**src/rtl/rf_seq_pkg.sv**
```systemverilog
// Shared types and constants for the register-file op sequencer.
package rf_seq_pkg;

  localparam int DEF_DATA_W = 16;
  localparam int DEF_ADDR_W = 4;

  typedef enum logic [2:0] {
    OP_ADD = 3'b000,
    OP_SUB = 3'b001,
    OP_AND = 3'b010,
    OP_OR  = 3'b011,
    OP_XOR = 3'b100,
    OP_SLT = 3'b101,
    OP_SLL = 3'b110,
    OP_NOP = 3'b111
  } op_e;

  typedef enum logic [1:0] {
    ST_IDLE = 2'd0,
    ST_READ = 2'd1,
    ST_EXEC = 2'd2,
    ST_WB   = 2'd3
  } state_e;

  // Register 0 is hardwired; writes to it are dropped.
  localparam logic [DEF_ADDR_W-1:0] REG_ZERO = '0;

endpackage

```
**src/rtl/rf_op_sequencer_alu16.sv**
```systemverilog
// Combinational ALU: wrapping arithmetic, logic ops, signed compare and left shift.
module alu16
  import rf_seq_pkg::*;
#(
  parameter int DATA_W = DEF_DATA_W
) (
  input  op_e                       op,
  input  logic signed [DATA_W-1:0]  a,
  input  logic signed [DATA_W-1:0]  b,
  output logic signed [DATA_W-1:0]  y,
  output logic                      ovf
);

  localparam int SH_W = $clog2(DATA_W);
  localparam int MSB  = DATA_W - 1;

  logic signed [DATA_W-1:0] w_sum;
  logic signed [DATA_W-1:0] w_diff;
  logic                     w_lt;

  assign w_sum  = a + b;
  assign w_diff = a - b;
  assign w_lt   = (a < b);

  always_comb begin
    y   = '0;
    ovf = 1'b0;
    case (op)
      OP_ADD: begin
        y   = w_sum;
        ovf = (a[MSB] == b[MSB]) && (w_sum[MSB] != a[MSB]);
      end
      OP_SUB: begin
        y   = w_diff;
        ovf = (a[MSB] != b[MSB]) && (w_diff[MSB] != a[MSB]);
      end
      OP_AND: y = a & b;
      OP_OR:  y = a | b;
      OP_XOR: y = a ^ b;
      OP_SLT: y = {{(DATA_W-1){1'b0}}, w_lt};
      OP_SLL: y = a << b[SH_W-1:0];
      default: y = '0;
    endcase
  end

endmodule

```
**src/rtl/rf_op_sequencer.sv**
```systemverilog
// Four-state sequencer: accept op, read operands, execute, write back.
module rf_op_sequencer
  import rf_seq_pkg::*;
#(
  parameter int DATA_W = DEF_DATA_W,
  parameter int ADDR_W = DEF_ADDR_W
) (
  input  logic              clk,
  input  logic              clear_n,
  input  logic              op_valid,
  output logic              op_ready,
  input  logic [2:0]        op_code,
  input  logic [ADDR_W-1:0] op_rs,
  input  logic [ADDR_W-1:0] op_rt,
  input  logic [ADDR_W-1:0] op_rd,
  output logic [ADDR_W-1:0] rf_aaddr,
  output logic [ADDR_W-1:0] rf_baddr,
  input  logic [DATA_W-1:0] rf_a,
  input  logic [DATA_W-1:0] rf_b,
  output logic [ADDR_W-1:0] rf_caddr,
  output logic [DATA_W-1:0] rf_c,
  output logic              rf_load,
  output logic [DATA_W-1:0] result,
  output logic              ovf,
  output logic              done,
  output logic              busy
);

  state_e                   r_state;
  op_e                      r_op_p0;
  logic [ADDR_W-1:0]        r_rs_p0;
  logic [ADDR_W-1:0]        r_rt_p0;
  logic [ADDR_W-1:0]        r_rd_p0;
  logic signed [DATA_W-1:0] r_opa_p1;
  logic signed [DATA_W-1:0] r_opb_p1;
  logic signed [DATA_W-1:0] r_result_p2;
  logic                     r_ovf_p2;

  logic signed [DATA_W-1:0] w_y;
  logic                     w_ovf;
  logic [ADDR_W-1:0]        w_zero;

  assign w_zero = ADDR_W'(REG_ZERO);

  alu16 #(.DATA_W(DATA_W)) u_alu (
    .op  (r_op_p0),
    .a   (r_opa_p1),
    .b   (r_opb_p1),
    .y   (w_y),
    .ovf (w_ovf)
  );

  always_ff @(posedge clk or negedge clear_n) begin
    if (!clear_n) begin
      r_state     <= ST_IDLE;
      r_op_p0     <= OP_ADD;
      r_rs_p0     <= '0;
      r_rt_p0     <= '0;
      r_rd_p0     <= '0;
      r_opa_p1    <= '0;
      r_opb_p1    <= '0;
      r_result_p2 <= '0;
      r_ovf_p2    <= 1'b0;
    end else begin
      case (r_state)
        // p0: latch the decoded op
        ST_IDLE: begin
          if (op_valid) begin
            r_op_p0 <= op_e'(op_code);
            r_rs_p0 <= op_rs;
            r_rt_p0 <= op_rt;
            r_rd_p0 <= op_rd;
            r_state <= ST_READ;
          end
        end
        // p1: capture operands from the file's combinational read ports
        ST_READ: begin
          r_opa_p1 <= rf_a;
          r_opb_p1 <= rf_b;
          r_state  <= ST_EXEC;
        end
        // p2: register ALU result
        ST_EXEC: begin
          r_result_p2 <= w_y;
          r_ovf_p2    <= w_ovf;
          r_state     <= ST_WB;
        end
        default: r_state <= ST_IDLE;
      endcase
    end
  end

  // Strobes decode straight from state so an async clear drops them at once.
  assign op_ready = (r_state == ST_IDLE);
  assign busy     = (r_state != ST_IDLE);
  assign done     = (r_state == ST_WB);
  assign rf_load  = (r_state == ST_WB) && (r_op_p0 != OP_NOP) && (r_rd_p0 != w_zero);

  assign rf_aaddr = r_rs_p0;
  assign rf_baddr = r_rt_p0;
  assign rf_caddr = r_rd_p0;
  assign rf_c     = r_result_p2;
  assign result   = r_result_p2;
  assign ovf      = r_ovf_p2;

endmodule

```
**config.mk**
```make
export PLATFORM = sky130hd
export DESIGN_NAME = rf_op_sequencer
export DESIGN_NICKNAME = d
export VERILOG_FILES = /design/src/rtl/rf_seq_pkg.sv /design/src/rtl/rf_op_sequencer_alu16.sv /design/src/rtl/rf_op_sequencer.sv
export SDC_FILE = /design/constraint.sdc
export NUM_CORES = 1
export LEC_CHECK = 0
export CORE_MARGIN = 10
export CORE_UTILIZATION = 50
export CTS_CLUSTER_DIAMETER = 40
export DETAILED_ROUTE_END_ITERATION = 12
export HOLD_SLACK_MARGIN = 0.12
export PLACE_DENSITY = 0.86
export SLEW_MARGIN = 5
export SYNTH_ARGS = -nofsm -noshare
export SYNTH_HDL_FRONTEND = slang
export SYNTH_SLANG_ARGS = --single-unit
```
**constraint.sdc**
```tcl
create_clock -name clk -period 4.3 [get_ports clk]
set_input_delay 0.86 -clock clk [delete_from_list [all_inputs] [get_ports clk]]
set_output_delay 0.86 -clock clk [all_outputs]
set_load 0.01 [all_outputs]
```
==> run summary <==
In the finished design, the share of the clock period the worst path needs comes to 76.9%. The critical path data arrival time was 3.53 ns. The min-delay analysis places its worst path in the category flop to flop. Summed over all instances, the cell type with the most area after synthesis is dfrtp_1. The horizontal die dimension was 128 um; the initial antenna violation count was 0. The analysis attributes to cell leakage a power of 2.99 nW. The die covers 16300 um2.

The async set-reset flop share out of synthesis works out to 100%. Across all setup checks in the final design, the least slack found is 0.994 ns. The run gives 0 as the final number of setup-violating endpoints.

The first detailed-routing pass took 5 iterations. The count of distinct cell types in the synthesized netlist is 71. Across all register-to-register paths, the minimum setup slack is 0.99 ns. The number of nets in the synthesized netlist is 798.

The run finished with clean final reports. The final number of max-transition violations is 0, and the share of the synthesized area in compound gates (AO/OA/AOI/OAI) is 24.4%. Entering global routing, the biggest net connects 40 pins. The simple-gate share of the synthesized area is 14.3%.

The cell sitting at the root of the clock tree is a clkbuf_16. The vias after detailed routing was 5574. The portion of synthesized area spent on multiplexers is 9.06%. Synthesis produced a netlist whose cell count is 690. After the flow finishes, the layout carries non-filler instances totaling 897. The count of nets left with antenna violations once routing finished came out at 0. The kind of end point of the critical path is a flop.

The clock sink count was 66; the headroom to the max-slew limit was 33.9%. The worst min-delay path endpoint is rf_aaddr[3]$_DFFE_PN0P_. By area the synthesized netlist is led by dfrtp_1, ha_1, o21ai_0. The dominant cell by count in the synthesized netlist was nand2_1. The number of buffers between clock root and the deepest sink came out at 2. Of the total synthesized cell area, the portion taken by XOR and XNOR cells is 2.11%. In this run the most critical hold path is launched from rf_aaddr[3]$_DFFE_PN0P_. Yosys printed 0 warnings.

In this run the number of H-tree levels came out at 3. 99 I/O pins were placed. The post-synthesis average cell area was 8.40 um2; the area of the core was 11400 um2.

The DRC violation count after routing came out at 0. Worst path required time: 4.52 ns. In this run the worst path has a maximum fanout of 24.

Counting flops with a built-in enable in the synthesized netlist gives 0. The final critical path time including I/O delays and setup is 3.31 ns, and the layout overhead on the synthesized area is 21.3%. Wires add up to 20500 um.

Most used flip-flop cell after synthesis: dfrtp_1. The tools report the summed instance area of the synthesized netlist as 5800 um2. The path depth of the worst reg2reg path is 9. The run gives 0.989 as the global placement routability congestion.

Post-synthesis share of cell area spent on full adders, half adders and majority gates: 12.8%. The tools report the final global-route overflow total as 0. The endpoint identified for the worst register-to-register timing path is result[13]$_DFFE_PN0P_. Setup repair after global routing left no endpoint under its margin. The detailed router finished its first iteration with 534 violations. Timing analysis after detailed placement gives a worst setup slack of 1.04 ns. The cell depth of the worst hold path was 1; the sequential element share of the synthesized area was 28.5%. The global-route wire length before repair was 32400 um.

For the later-pin clock latency in the skew report, the log shows 0.35 ns. The highest ir drop seen on vdd is 0.478 mV, and the CTS buffer count is 9. For this run, the top clock speed supported by timing is 0.302 GHz. The initial utilization of the core area, before any placement, comes to 51.0%. The tools report the final-report hold violation count as 0. The critical path startpoint category was a flop. The tool flagged a number of max-cap violations equal to 0. The tools report the final setup TNS as 0 ns. The count of input and output buffers is 98. The number of rows in the core area is 39, and the power per unit of standard cell area is 1010 nW/um2.

The number of global-route vias before repair was 5528. The register bit count reported by yosys is 66. In this run the critical register-to-register path is launched from r_opb_p1[1]$_DFFE_PN0P_. After detailed routing, the average wire length per cell comes to 22.9 um. At the end of the flow, the number of nets in the layout was 858.

Once the clock tree was built, the setup fixing pass inserted 0 buffers. After clock tree synthesis, the clock-pin slew on the worst setup and hold paths is 0.06 ns. Once placement completed, the tool counted placed cells totaling 882. In the global route stage, overall resource usage came out at 25.1%.

The post-route netlist has 8.75% of its cells at a drive strength greater than 1. The height of the die works out to 128 um. In the routed layout, each cell is associated on average with a via count of 6.21. For the number of antenna repair diodes, the log shows 0. By startpoint and endpoint, the worst setup path is classified as flop to flop. Detailed placement finished with a half-perimeter wire length of 16100 um.

The share of synthesized area in the top cell type comes to 28.5%. The number of filler instances in the final layout came out at 952. The combinational family with the most area after synthesis was compound AO/OA/AOI/OAI gates.

Number of gates given a new drive strength after cts: 0. TritonCTS built the clock tree. The slew at the pin closest to its max-slew limit was 0.966 ns. After clock tree synthesis, the flow added hold-fix buffers numbering 0. The maximum clock skew at final layout was 0.00862 ns.

After synthesis, the most frequently instantiated cells are nand2_1, dfrtp_1, o21ai_0, ha_1, inv_1.
==> through the flow <==
step                      util [%]  power, W  cell area [um2]  hold slack [ns]
after floorplan                  -   0.00467             5800            0.533
after global placement        59.1   0.00614             6720            0.488
after detailed placement      59.1   0.00619             6720            0.495
after CTS                     61.9   0.00703             7040            0.508
after global routing          61.9   0.00764             7040            0.529
final                         61.9   0.00714             7040            0.507
==> power breakdown <==
part,internal (W),total (W),leakage [nW],switching [W]
logic,0.00200,0.00498,2.02,0.00298
clock network,0.000519,0.000810,0.158,0.000291
registers,0.000925,0.00135,0.810,0.000422
==> how the worst max path moves through the flow <==
stage	endpoint	slack, ns	start	cells past startpoint
5_1_grt	result[13]$_DFFE_PN0P_	0.74	r_opb_p1[1]$_DFFE_PN0P_	9
6_report	result[13]$_DFFE_PN0P_	0.99	r_opb_p1[1]$_DFFE_PN0P_	9
2_1_floorplan	result[13]$_DFFE_PN0P_	1.62	r_opb_p1[1]$_DFFE_PN0P_	12
4_1_cts	result[13]$_DFFE_PN0P_	1.04	r_opb_p1[1]$_DFFE_PN0P_	9
3_3_place_gp	result[13]$_DFFE_PN0P_	1.18	r_opb_p1[1]$_DFFE_PN0P_	9
3_5_place_dp	result[13]$_DFFE_PN0P_	1.04	r_opb_p1[1]$_DFFE_PN0P_	9
==> logic make-up after synthesis <==
group	after synthesis
and+or+nand+nor	183
adders and majority gates	58
AOI/OAI and AO/OA	210
muxes	45
buffers and inverters	114
DFF	66
xor gates and xnor gates	14
==> worst max-delay path, cell delays in order, from the launching register on <==
cell and delay (ns):
dfrtp_1 0.97, inv_1 0.31, ha_1 0.44, nor3_1 0.06
a211o_1 0.35, a211oi_4 0.32, o21ai_2 0.16, nor4_2 0.27
mux2i_1 0.22, a31oi_1 0.09
==> cell usage in the layout, fill, tap and decap left out, types with 21 or more instances in the layout <==
| cell | synthesis | layout |
|---|---|---|
| clkdlybuf4s50_1 | 0 | 97 |
| nand2_1 | 69 | 69 |
| dfrtp_1 | 66 | 66 |
| o21ai_0 | 62 | 62 |
| inv_1 | 55 | 55 |
| ha_1 | 56 | 55 |
| nor2_1 | 46 | 46 |
| a21oi_1 | 41 | 41 |
| nor3_1 | 22 | 22 |
| mux2i_1 | 21 | 21 |
==> state kept, by name (all words and copies together), names as in the netlist <==
| register | cells |
|---|---|
| rf_aaddr | 4 |
| ovf | 1 |
| result | 16 |
| rf_baddr | 4 |
| r_opa_p1 | 16 |
| r_opb_p1 | 16 |
| r_state | 2 |
| r_op_p0 | 3 |
| rf_caddr | 4 |
==> per-layer routing <==
metal  share of wire [%]  GRT usage, %
met1                  44          33.3
met2                  43          37.7
met3                 9.5          6.41
met4                 3.9          11.1
met5                   0             0
==> area by class of cell <==
cell class	instances	area (um2)	share of cell area, %
multi-input combinational	510	3640	51.7
sequential	66	1650	23.5
timing repair buffer	106	1040	14.7
clock buffer	10	239	3.40
inverter	57	214	3.04
tap	143	179	2.54
clock inverter	5	78.8	1.12
No activity file was read; power rests on OpenSTA's default activity.
